## src/rtl/temp_pkg.sv

```systemverilog
// Shared types and constants for the LM75-word to BCD temperature converter.
// Used by temp_bcd_convert; the limits only matter when TEMP_RANGE_CHECK_EN is defined.
package temp_pkg;

  typedef enum logic [1:0] {
    IDLE,
    SHIFT,
    DONE
  } state_t;

  localparam int RAW_MSB = 15;
  localparam int RAW_LSB = 7;
  localparam int RAW_W   = RAW_MSB - RAW_LSB + 1;

  // Signed limits in half-degree units (+125.0 C and -55.0 C)
  localparam int TEMP_MAX_HALF = 250;
  localparam int TEMP_MIN_HALF = -110;

endpackage

```

## src/rtl/bcd_dabble_step.sv

```systemverilog
// One double-dabble iteration on {bcd[11:0], bin[7:0]}: add 3 to every BCD
// nibble that is 5 or more, then shift the whole vector left by one.
module bcd_dabble_step (
  input  logic [19:0] i_vec,
  output logic [19:0] o_vec
);

  logic [19:0] w_adj;

  always_comb begin
    w_adj = i_vec;
    for (int n = 0; n < 3; n++) begin
      if (i_vec[8+4*n +: 4] >= 4'd5) begin
        w_adj[8+4*n +: 4] = i_vec[8+4*n +: 4] + 4'd3;
      end
    end
  end

  assign o_vec = {w_adj[18:0], 1'b0};

endmodule

```

## src/rtl/temp_bcd_convert.sv

```systemverilog
// Stability-filters the LM75 temperature word and converts it to sign, three BCD
// digits and a half-degree digit. Optional clamping/range_err: TEMP_RANGE_CHECK_EN.
module temp_bcd_convert
  import temp_pkg::*;
#(
  parameter int STABLE_CYCLES = 512,
  parameter int CNT_W         = 10
) (
  input  logic        clk,
  input  logic        rst_n,
  input  logic [15:0] i_temp_raw,
  output logic        o_sign,
  output logic [3:0]  o_bcd_hund,
  output logic [3:0]  o_bcd_tens,
  output logic [3:0]  o_bcd_ones,
  output logic [3:0]  o_bcd_frac,
  output logic        o_valid,
`ifdef TEMP_RANGE_CHECK_EN
  output logic        o_range_err,
`endif
  output logic        o_busy
);

  localparam logic [CNT_W-1:0] STABLE_CNT = CNT_W'(STABLE_CYCLES);

  state_t             r_state;
  state_t             w_stateNext;
  logic [RAW_W-1:0]   r_prevRaw;
  logic [RAW_W-1:0]   r_lastConv;
  logic [CNT_W-1:0]   r_stabCnt;
  logic [2:0]         r_iter;
  logic [19:0]        r_shiftReg;
  logic               r_signPend;
  logic               r_fracPend;
  logic               r_errPend;
  logic               r_sign;
  logic [3:0]         r_hund;
  logic [3:0]         r_tens;
  logic [3:0]         r_ones;
  logic [3:0]         r_frac;
  logic               r_valid;
  logic               r_rangeErr;

  logic [RAW_W-1:0]   w_raw;
  logic [RAW_W-1:0]   w_samp;
  logic [RAW_W-1:0]   w_mag;
  logic               w_clampErr;
  logic               w_start;
  logic [19:0]        w_stepOut;
  logic               w_unused_lsbs;

  assign w_raw         = i_temp_raw[RAW_MSB:RAW_LSB];
  assign w_unused_lsbs = ^i_temp_raw[RAW_LSB-1:0];
  assign w_start       = (r_state == IDLE) && (r_stabCnt == STABLE_CNT) && (r_prevRaw != r_lastConv);

  // Sample to convert; with range checking it is clamped before the magnitude is taken
  always_comb begin
    w_samp     = r_prevRaw;
    w_clampErr = 1'b0;
`ifdef TEMP_RANGE_CHECK_EN
    if (int'($signed(r_prevRaw)) > TEMP_MAX_HALF) begin
      w_samp     = RAW_W'(TEMP_MAX_HALF);
      w_clampErr = 1'b1;
    end else if (int'($signed(r_prevRaw)) < TEMP_MIN_HALF) begin
      w_samp     = RAW_W'(TEMP_MIN_HALF);
      w_clampErr = 1'b1;
    end
`endif
  end

  assign w_mag = w_samp[RAW_W-1] ? ((~w_samp) + 1'b1) : w_samp;

  bcd_dabble_step u_step (
    .i_vec (r_shiftReg),
    .o_vec (w_stepOut)
  );

  always_ff @(posedge clk or negedge rst_n) begin
    if (!rst_n) begin
      r_state <= IDLE;
    end else begin
      r_state <= w_stateNext;
    end
  end

  always_comb begin
    w_stateNext = r_state;
    case (r_state)
      IDLE:    if (w_start) w_stateNext = SHIFT;
      SHIFT:   if (r_iter == 3'd7) w_stateNext = DONE;
      DONE:    w_stateNext = IDLE;
      default: w_stateNext = IDLE;
    endcase
  end

  // Filter runs every clock regardless of state; last_conv keeps mid-conversion changes pending
  always_ff @(posedge clk or negedge rst_n) begin
    if (!rst_n) begin
      r_prevRaw  <= '0;
      r_lastConv <= '0;
      r_stabCnt  <= '0;
      r_iter     <= '0;
      r_shiftReg <= '0;
      r_signPend <= 1'b0;
      r_fracPend <= 1'b0;
      r_errPend  <= 1'b0;
      r_sign     <= 1'b0;
      r_hund     <= '0;
      r_tens     <= '0;
      r_ones     <= '0;
      r_frac     <= '0;
      r_valid    <= 1'b0;
      r_rangeErr <= 1'b0;
    end else begin
      r_prevRaw <= w_raw;
      if (w_raw != r_prevRaw) begin
        r_stabCnt <= '0;
      end else if (r_stabCnt != STABLE_CNT) begin
        r_stabCnt <= r_stabCnt + CNT_W'(1);
      end
      r_valid <= 1'b0;
      case (r_state)
        IDLE: begin
          if (w_start) begin
            r_lastConv <= r_prevRaw;
            r_shiftReg <= {12'd0, w_mag[RAW_W-1:1]};
            r_fracPend <= w_mag[0];
            r_signPend <= w_samp[RAW_W-1];
            r_errPend  <= w_clampErr;
            r_iter     <= '0;
          end
        end
        SHIFT: begin
          r_shiftReg <= w_stepOut;
          r_iter     <= r_iter + 3'd1;
        end
        DONE: begin
          r_sign     <= r_signPend;
          r_hund     <= r_shiftReg[19:16];
          r_tens     <= r_shiftReg[15:12];
          r_ones     <= r_shiftReg[11:8];
          r_frac     <= r_fracPend ? 4'd5 : 4'd0;
          r_rangeErr <= r_errPend;
          r_valid    <= 1'b1;
        end
        default: ;
      endcase
    end
  end

  assign o_sign     = r_sign;
  assign o_bcd_hund = r_hund;
  assign o_bcd_tens = r_tens;
  assign o_bcd_ones = r_ones;
  assign o_bcd_frac = r_frac;
  assign o_valid    = r_valid;
  assign o_busy     = (r_state != IDLE);
`ifdef TEMP_RANGE_CHECK_EN
  assign o_range_err = r_rangeErr;
`else
  logic w_unused_err;
  assign w_unused_err = r_rangeErr ^ r_errPend;
`endif

endmodule

```

## config.mk

```make
export PLATFORM = sky130hd
export DESIGN_NAME = temp_bcd_convert
export DESIGN_NICKNAME = d
export VERILOG_FILES = /design/src/rtl/temp_pkg.sv /design/src/rtl/bcd_dabble_step.sv /design/src/rtl/temp_bcd_convert.sv
export SDC_FILE = /design/constraint.sdc
export NUM_CORES = 1
export LEC_CHECK = 0
export ABC_AREA = 1
export CAP_MARGIN = 40
export CORE_UTILIZATION = 57
export CTS_CLUSTER_SIZE = 10
export DETAILED_ROUTE_END_ITERATION = 16
export PLACE_DENSITY = 0.8
export SYNTH_ARGS = -nofsm -noshare
export SYNTH_HDL_FRONTEND = slang
export SYNTH_HIERARCHICAL = 1
export SYNTH_SLANG_ARGS = --single-unit
```

## constraint.sdc

```tcl
create_clock -name clk -period 1.77 [get_ports clk]
set_input_delay 0.2655 -clock clk [delete_from_list [all_inputs] [get_ports clk]]
set_output_delay 0.2655 -clock clk [all_outputs]
set_load 0.02 [all_outputs]
```

==> metrics.md, run 1 <==
| Metric | Value |
|---|---|
| Largest family of logic cells by synthesized area | `simple AND/OR/NAND/NOR gates` |
| Vias in the first global route | `2708` |
| Clk_lat worst skew | `0.35 ns` |
| Peak VDD IR | `524 µV` |
| Global Route Usage Sum | `23.2%` |
| Routed WL per cell | `12.4 µm` |
| Synth top area cells | `dfrtp_1, nand2_1, nand3_1, ha_1, inv_1` |
| Die W | `82.6 µm` |
| Slew Viols, Final | `0` |
| Relative slew slack | `65.6%` |
| Row count | `28` |
| First-pass iteration count of the detailed router | `4` |
| Async set-reset flop share out of synthesis | `100%` |
| Buffers & Inverters on Critical Path | `1` |
| Sequential area share after synthesis | `46.0%` |
| Synth Cell Area | `3700 µm²` |
| Clock Skew | `0.0113 ns` |
| Distinct cells, synth | `31` |
| Grt total ovfl | `0` |
| Boundary Pins | `37` |
| Worst r2r path cells | `7` |
| Final #Nets | `497` |
| Drt initial violations | `142` |
| GP Congestion | `0.829` |
| Most frequent cell after synthesis | `nand2_1` |
| Max Cap Viol | `0` |
| Global-route wire length before repair | `11800 µm` |
| Residual DRC | `0` |
| Number of synthesized flops with an enable pin | `0` |
| Mux cell area share after synthesis | `0%` |
| Crit path largest cell delay | `0.62 ns` |
| Sum Neg Setup Slack | `0 ns` |
| FF+latch count, synth | `68` |
| Buffers added on ports | `27` |
| Area share of fa/ha/maj cells after synthesis | `3.72%` |
| Die ar. | `6810 µm²` |
| Worst path slowest cell | `clkdlybuf4s50_1` |
| Area fraction in compound gates after synthesis | `5.75%` |
| Hold_sp | `i_temp_raw[11]` |
| Clk slew on worst S/H paths | `0.07 ns` |
| XOR/XNOR Fraction of Synth Area | `5.21%` |
| Placeable Area | `6100 µm²` |
| Longest Clk Path Bufs | `2` |
| Most common flop cell mapped by yosys | `dfrtp_1` |
| Dpl cells | `531` |
| Area Overhead vs Synth | `11.1%` |
| Endpoint, Worst Hold | `r_prevRaw[4]$_DFF_PN0_` |
| Top Family by Delay on Critical Path | `buffers and inverters` |
| Hold/Removal Path Class | `in2reg` |
| Largest net degree at the start of global routing | `69` |
| Detailed-route wire length | `6810 µm` |
| Crit path DAT | `1.35 ns` |
| PwrDens | `702 nW/µm²` |
| CTS Buf Count | `9` |
| Post-route minimum period | `1.62 ns` |
| Hold Slack | `0.406 ns` |
| Max Freq | `0.619 GHz` |
| CP required | `1.50 ns` |
| Top cell type's share of synthesized area | `46.0%` |
| CP endpoint kind | `output port` |
| Worst R2R Setup Slack | `0.18 ns` |
| Via Count | `2832` |
| Worst setup SP type | `flip-flop` |
| LEAKAGE | `2.02 nW` |
| Slew @ Worst Pin | `0.516 ns` |
| Commonest cells in the netlist | `nand2_1, dfrtp_1, nand3_1` |
| Clock root buffer | `clkbuf_8` |
| WS Path Type | `reg2out` |
| CP max FO | `3` |
| Ratio of cells with drive above 1 in the final layout | `12.3%` |
| Synth Area in Simple Gates | `29.5%` |
| Clk sink count | `68` |
| Non-Filler Instances | `548` |
| Starting density of the core | `60.7%` |
| Final setup viols | `0` |
| RR Endpoint | `r_lastConv[5]$_DFFE_PN0P_` |
| FF-to-FF Start | `r_stabCnt[4]$_DFFE_PN0P_` |
| CTS tree | `done` |
| Die H | `82.6 µm` |
| Number of vias per cell | `5.17` |
| Yosys top cell by area | `dfrtp_1` |
| Worst path cell trace | `clkdlybuf4s50_1` |
| Diode count | `0` |
| H-tree depth | `3` |
| Cells after Synth | `446` |
| Post-route ant nets | `0` |
| Hold Vio Cnt, Final | `0` |
| RSZ-0062 raised after global routing | `no` |
| Yosys warnings | `6` |
| Post-DP HPWL | `4740 µm` |
| Initial antenna violation count | `0` |
| Cell count of the worst hold path | `1` |
| Final period util | `91.3%` |
| Outcome | `completed` |
| Synth Area per Inst | `8.29 µm²` |
flip-flops by register name, indices dropped and copies added, names as in the netlist:
signal	count
o_bcd_hund	4
o_sign	1
r_shiftReg	20
r_stabCnt	10
r_iter	3
o_bcd_frac	1
o_valid	1
r_state	2
o_bcd_ones	4
r_lastConv	9
o_bcd_tens	4
r_prevRaw	9
layer usage:
metal  GRT usage, %  vias to the layer above  part of all wire (%)
met4           7.59                        0                   1.2
li1               -                     1443                     -
met1           28.9                     1331                    47
met5              0                        -                     0
met2           39.5                       52                    48
met3           5.60                        6                   3.5
worst max path at each step:
| stage | from | end | slack, ns | cells after the start |
|---|---|---|---|---|
| 6_report | o_bcd_frac[0]$_DFFE_PN0P_ | o_bcd_frac[2] | 0.15 | 1 |
| 2_1_floorplan | r_stabCnt[0]$_DFFE_PN0P_ | r_lastConv[2]$_DFFE_PN0P_ | 0.33 | 8 |
| 4_1_cts | r_stabCnt[0]$_DFFE_PN0P_ | r_shiftReg[5]$_DFFE_PN0P_ | 0.11 | 8 |
| 5_1_grt | r_stabCnt[0]$_DFFE_PN0P_ | r_shiftReg[2]$_DFFE_PN0P_ | 0.04 | 8 |
| 3_3_place_gp | i_temp_raw[12] | r_stabCnt[9]$_DFFE_PN0P_ | 0.15 | 6 |
| 3_5_place_dp | i_temp_raw[13] | r_stabCnt[9]$_DFFE_PN0P_ | 0.07 | 6 |
metrics by stage:
step | cell area (µm²) | worst slack, ns | utilization, % | power [mW]
2_1_floorplan | 3700 | 0.332 | - | 1.75
3_3_place_gp | 3930 | 0.146 | 64.4 | 1.80
3_5_place_dp | 3930 | 0.0662 | 64.4 | 1.81
4_1_cts | 4100 | 0.109 | 67.3 | 2.91
5_1_grt | 4110 | 0.0380 | 67.4 | 3.01
6_report | 4110 | 0.153 | 67.4 | 2.88
where the power goes:
part | leakage [nW] | total, mW | internal, mW | switching (mW)
Clock | 0.0848 | 1.11 | 0.499 | 0.609
Combinational | 1.01 | 0.178 | 0.0708 | 0.107
Sequential | 0.923 | 1.60 | 1.57 | 0.0237
final cells by class:
class | count | area [µm²]
fill | 479 | 1990
timing repair buffer | 36 | 347
clock buffer | 9 | 124
inverter | 39 | 146
sequential | 68 | 1700
clock inverter | 7 | 43.8
tap | 75 | 93.8
multi-input combinational | 314 | 1650
timing repair:
item | in CTS | in global routing
endpoints found under the hold margin | 68 | 0
hold buffers | 1 | 0
pin swaps | 0 | 1
resized for setup | 1 | 1
endpoints found under the setup margin | 1 | 21
setup buffers | 0 | 0
layout by cell type, fill, tap and decap left out, types with 3 or more instances in the layout:
master,instances
nand2_1,151
dfrtp_1,68
nand3_1,44
inv_1,34
clkdlybuf4s50_1,25
nor2_1,23
o21ai_0,17
xnor2_1,12
ha_1,11
o21ai_2,10
xor2_1,10
nand4_1,9
clkbuf_8,9
buf_4,7
inv_2,5
nand2_2,4
clkinv_2,4
nor3_4,3
a21oi_1,3
conb_1,3
cells by family after synthesis:
group	count (synthesis)
simple gates	245
flops	68
buf+inv	65
compound gates	33
xor+xnor	22
fa+ha+maj	11
other cells	2
(Power assumes the default switching activity.)
==> run 2, diff against run 1 <==
- RECOVER_POWER: not set -> 25
==> metrics.md, run 2 (synthesis results as in run 1) <==
| Metric | Value |
|---|---|
| Largest net degree at the start of global routing | `69 (unchanged)` |
| Top Family by Delay on Critical Path | `buffers and inverters` |
| Most common cell after layout, fill and taps aside | `nand2_1` |
| Setup slack at placement | `0.0662 ns (unchanged)` |
| Via Count | `2835 (+0.11%)` |
| Placeable Area | `6100 µm² (unchanged)` |
| Hold Slack | `0.472 ns (+0.0654 ns)` |
| Slew Viols, Final | `0 (unchanged)` |
| Dpl cells | `531 (unchanged)` |
| Final #Nets | `497 (unchanged)` |
| Ratio of cells with drive above 1 in the final layout | `12.3% (unchanged)` |
| Residual DRC | `0 (unchanged)` |
| Placed Area | `3930 µm² (unchanged)` |
| Clock Skew | `0.0114 ns (+0.0000913 ns)` |
| Outcome | `completed` |
| Max Cap Viol | `0 (unchanged)` |
| Detailed-route wire length | `6790 µm (-0.25%)` |
| Slew @ Worst Pin | `0.910 ns (+0.394 ns)` |
| GP Congestion | `0.829 (unchanged)` |
| Boundary Pins | `37 (unchanged)` |
| Diode count | `0 (unchanged)` |
| CTS Buf Count | `9 (unchanged)` |
| Worst r2r path cells | `7 (unchanged)` |
| Biggest regs | `r_shiftReg (20), r_stabCnt (10)` |
| Fillers | `481 (+0.42%)` |
| Post-DP HPWL | `4740 µm (unchanged)` |
| Worst path slowest cell | `clkdlybuf4s50_1` |
| Postcts setup bufs | `0 (unchanged)` |
| Power Total | `2.88 mW (-0.24%)` |
| Post-route minimum period | `1.62 ns (+0.000636 ns)` |
| CTS tree | `done` |
| Grt total ovfl | `0 (unchanged)` |
| Global-route wire length before repair | `11800 µm (unchanged)` |
| Drt initial violations | `143 (+0.70%)` |
| LEAKAGE | `2.02 nW (-0.12%)` |
| Non-Filler Instances | `548 (unchanged)` |
| Worst R2R Setup Slack | `0.18 ns (about the same)` |
| Hold_sp | `o_bcd_ones[3]$_DFFE_PN0P_` |
| Post-layout util | `67.2% (-0.21 points)` |
| Worst path cell trace | `clkdlybuf4s50_1` |
| Global Route Usage Sum | `23.2% (unchanged)` |
| Starting density of the core | `60.7% (unchanged)` |
| Max Freq | `0.618 GHz (about the same)` |
| Final period util | `91.4% (about the same)` |
| Longest Clk Path Bufs | `2 (unchanged)` |
| Largest Register | `r_shiftReg` |
| Fin area | `4100 µm² (-0.30%)` |
| Crit path DAT | `1.35 ns (about the same)` |
| Clk slew on worst S/H paths | `0.07 ns (about the same)` |
| Sum Neg Setup Slack | `0 ns (unchanged)` |
| Buffers & Inverters on Critical Path | `1 (unchanged)` |
| RR Endpoint | `r_lastConv[5]$_DFFE_PN0P_` |
| Most frequent cells in the layout | `nand2_1, dfrtp_1, nand3_1` |
| Relative slew slack | `39.3% (-26 points)` |
| Routed WL per cell | `12.4 µm (-0.25%)` |
| Initial antenna violation count | `0 (unchanged)` |
| CP required | `1.50 ns (about the same)` |
| Max FFs per register | `20 (unchanged)` |
| Die ar. | `6810 µm² (unchanged)` |
| Row count | `28 (unchanged)` |
| Number of vias per cell | `5.17 (+0.11%)` |
| FF-to-FF Start | `r_stabCnt[7]$_DFFE_PN0P_` |
| Cell count of the worst hold path | `2 (+1)` |
| Post-route ant nets | `0 (unchanged)` |
| Vias in the first global route | `2708 (unchanged)` |
| CP endpoint kind | `output port` |
| Crit path largest cell delay | `0.62 ns (about the same)` |
| First-pass iteration count of the detailed router | `4 (unchanged)` |
| Final setup viols | `0 (unchanged)` |
| Hold/Removal Path Class | `reg2reg` |
| Hold Vio Cnt, Final | `0 (unchanged)` |
| Final setup margin | `0.153 ns (-0.000636 ns)` |
| Area Overhead vs Synth | `10.7%` |
| Clk_lat worst skew | `0.35 ns (about the same)` |
| H-tree depth | `3 (unchanged)` |
| Buffers added on ports | `27 (unchanged)` |
| Clock root buffer | `clkbuf_8` |
| Peak VDD IR | `524 µV (about the same)` |
| Die W | `82.6 µm (unchanged)` |
| Worst setup SP type | `flip-flop` |
| WS Path Type | `reg2out` |
| Die H | `82.6 µm (unchanged)` |
| Endpoint, Worst Hold | `o_bcd_ones[3]$_DFFE_PN0P_` |
| RSZ-0062 raised after global routing | `no` |
| Clk sink count | `68 (unchanged)` |
| PwrDens | `703 nW/µm² (about the same)` |
| CP max FO | `3 (unchanged)` |
| Critical Path Stages | `1 (unchanged)` |
[run 2: changes by cell type in the layout (fill, tap and decap cells not counted)]
| cell | delta |
|---|---|
| dlygate4sd3_1 | +9 |
| clkbuf_4 | +1 |
| clkdlybuf4s50_1 | -9 |
| buf_12 | -1 |
[run 2: area by class of cell]
cell class              instances  area, µm²  share of cell area, %
clock buffers                   9        124                   3.02
inverters                      39        146                   3.57
clock inverters                 7       43.8                   1.07
well taps                      75       93.8                   2.29
flip-flops and latches         68       1700                   41.6
multi-input cells             314       1650                   40.3
repair buffers                 36        334                   8.16
[run 2: per-layer routing]
layer  routed length, µm  part of all wire (%)  global-route usage, %  up-vias
met3                 242                   3.6                   5.60        6
li1                    -                     -                      -     1443
met1                3200                    47                   28.9     1331
met2                3270                    48                   39.5       55
met4                  79                   1.2                   7.59        0
met5                   0                     0                      0        -
[run 2: worst max path at each step]
stage / start / to
finish: o_bcd_frac[0]$_DFFE_PN0P_ / o_bcd_frac[2]
global route: r_stabCnt[0]$_DFFE_PN0P_ / r_shiftReg[2]$_DFFE_PN0P_
CTS: r_stabCnt[0]$_DFFE_PN0P_ / r_shiftReg[5]$_DFFE_PN0P_
detailed placement: i_temp_raw[13] / r_stabCnt[9]$_DFFE_PN0P_
global placement: i_temp_raw[12] / r_stabCnt[9]$_DFFE_PN0P_
floorplan: r_stabCnt[0]$_DFFE_PN0P_ / r_lastConv[2]$_DFFE_PN0P_
[run 2: report_power, final]
| part | switching [mW] | internal, mW |
|---|---|---|
| Combinational | 0.107 | 0.0633 |
| Sequential | 0.0237 | 1.57 |
| Clock | 0.610 | 0.499 |
[run 2: repair_timing]
item,CTS,global route
gates resized for setup,1,1
pin swaps,0,1
endpoints found under the hold margin,68,0
hold buffers,1,0
endpoints found under the setup margin,1,21
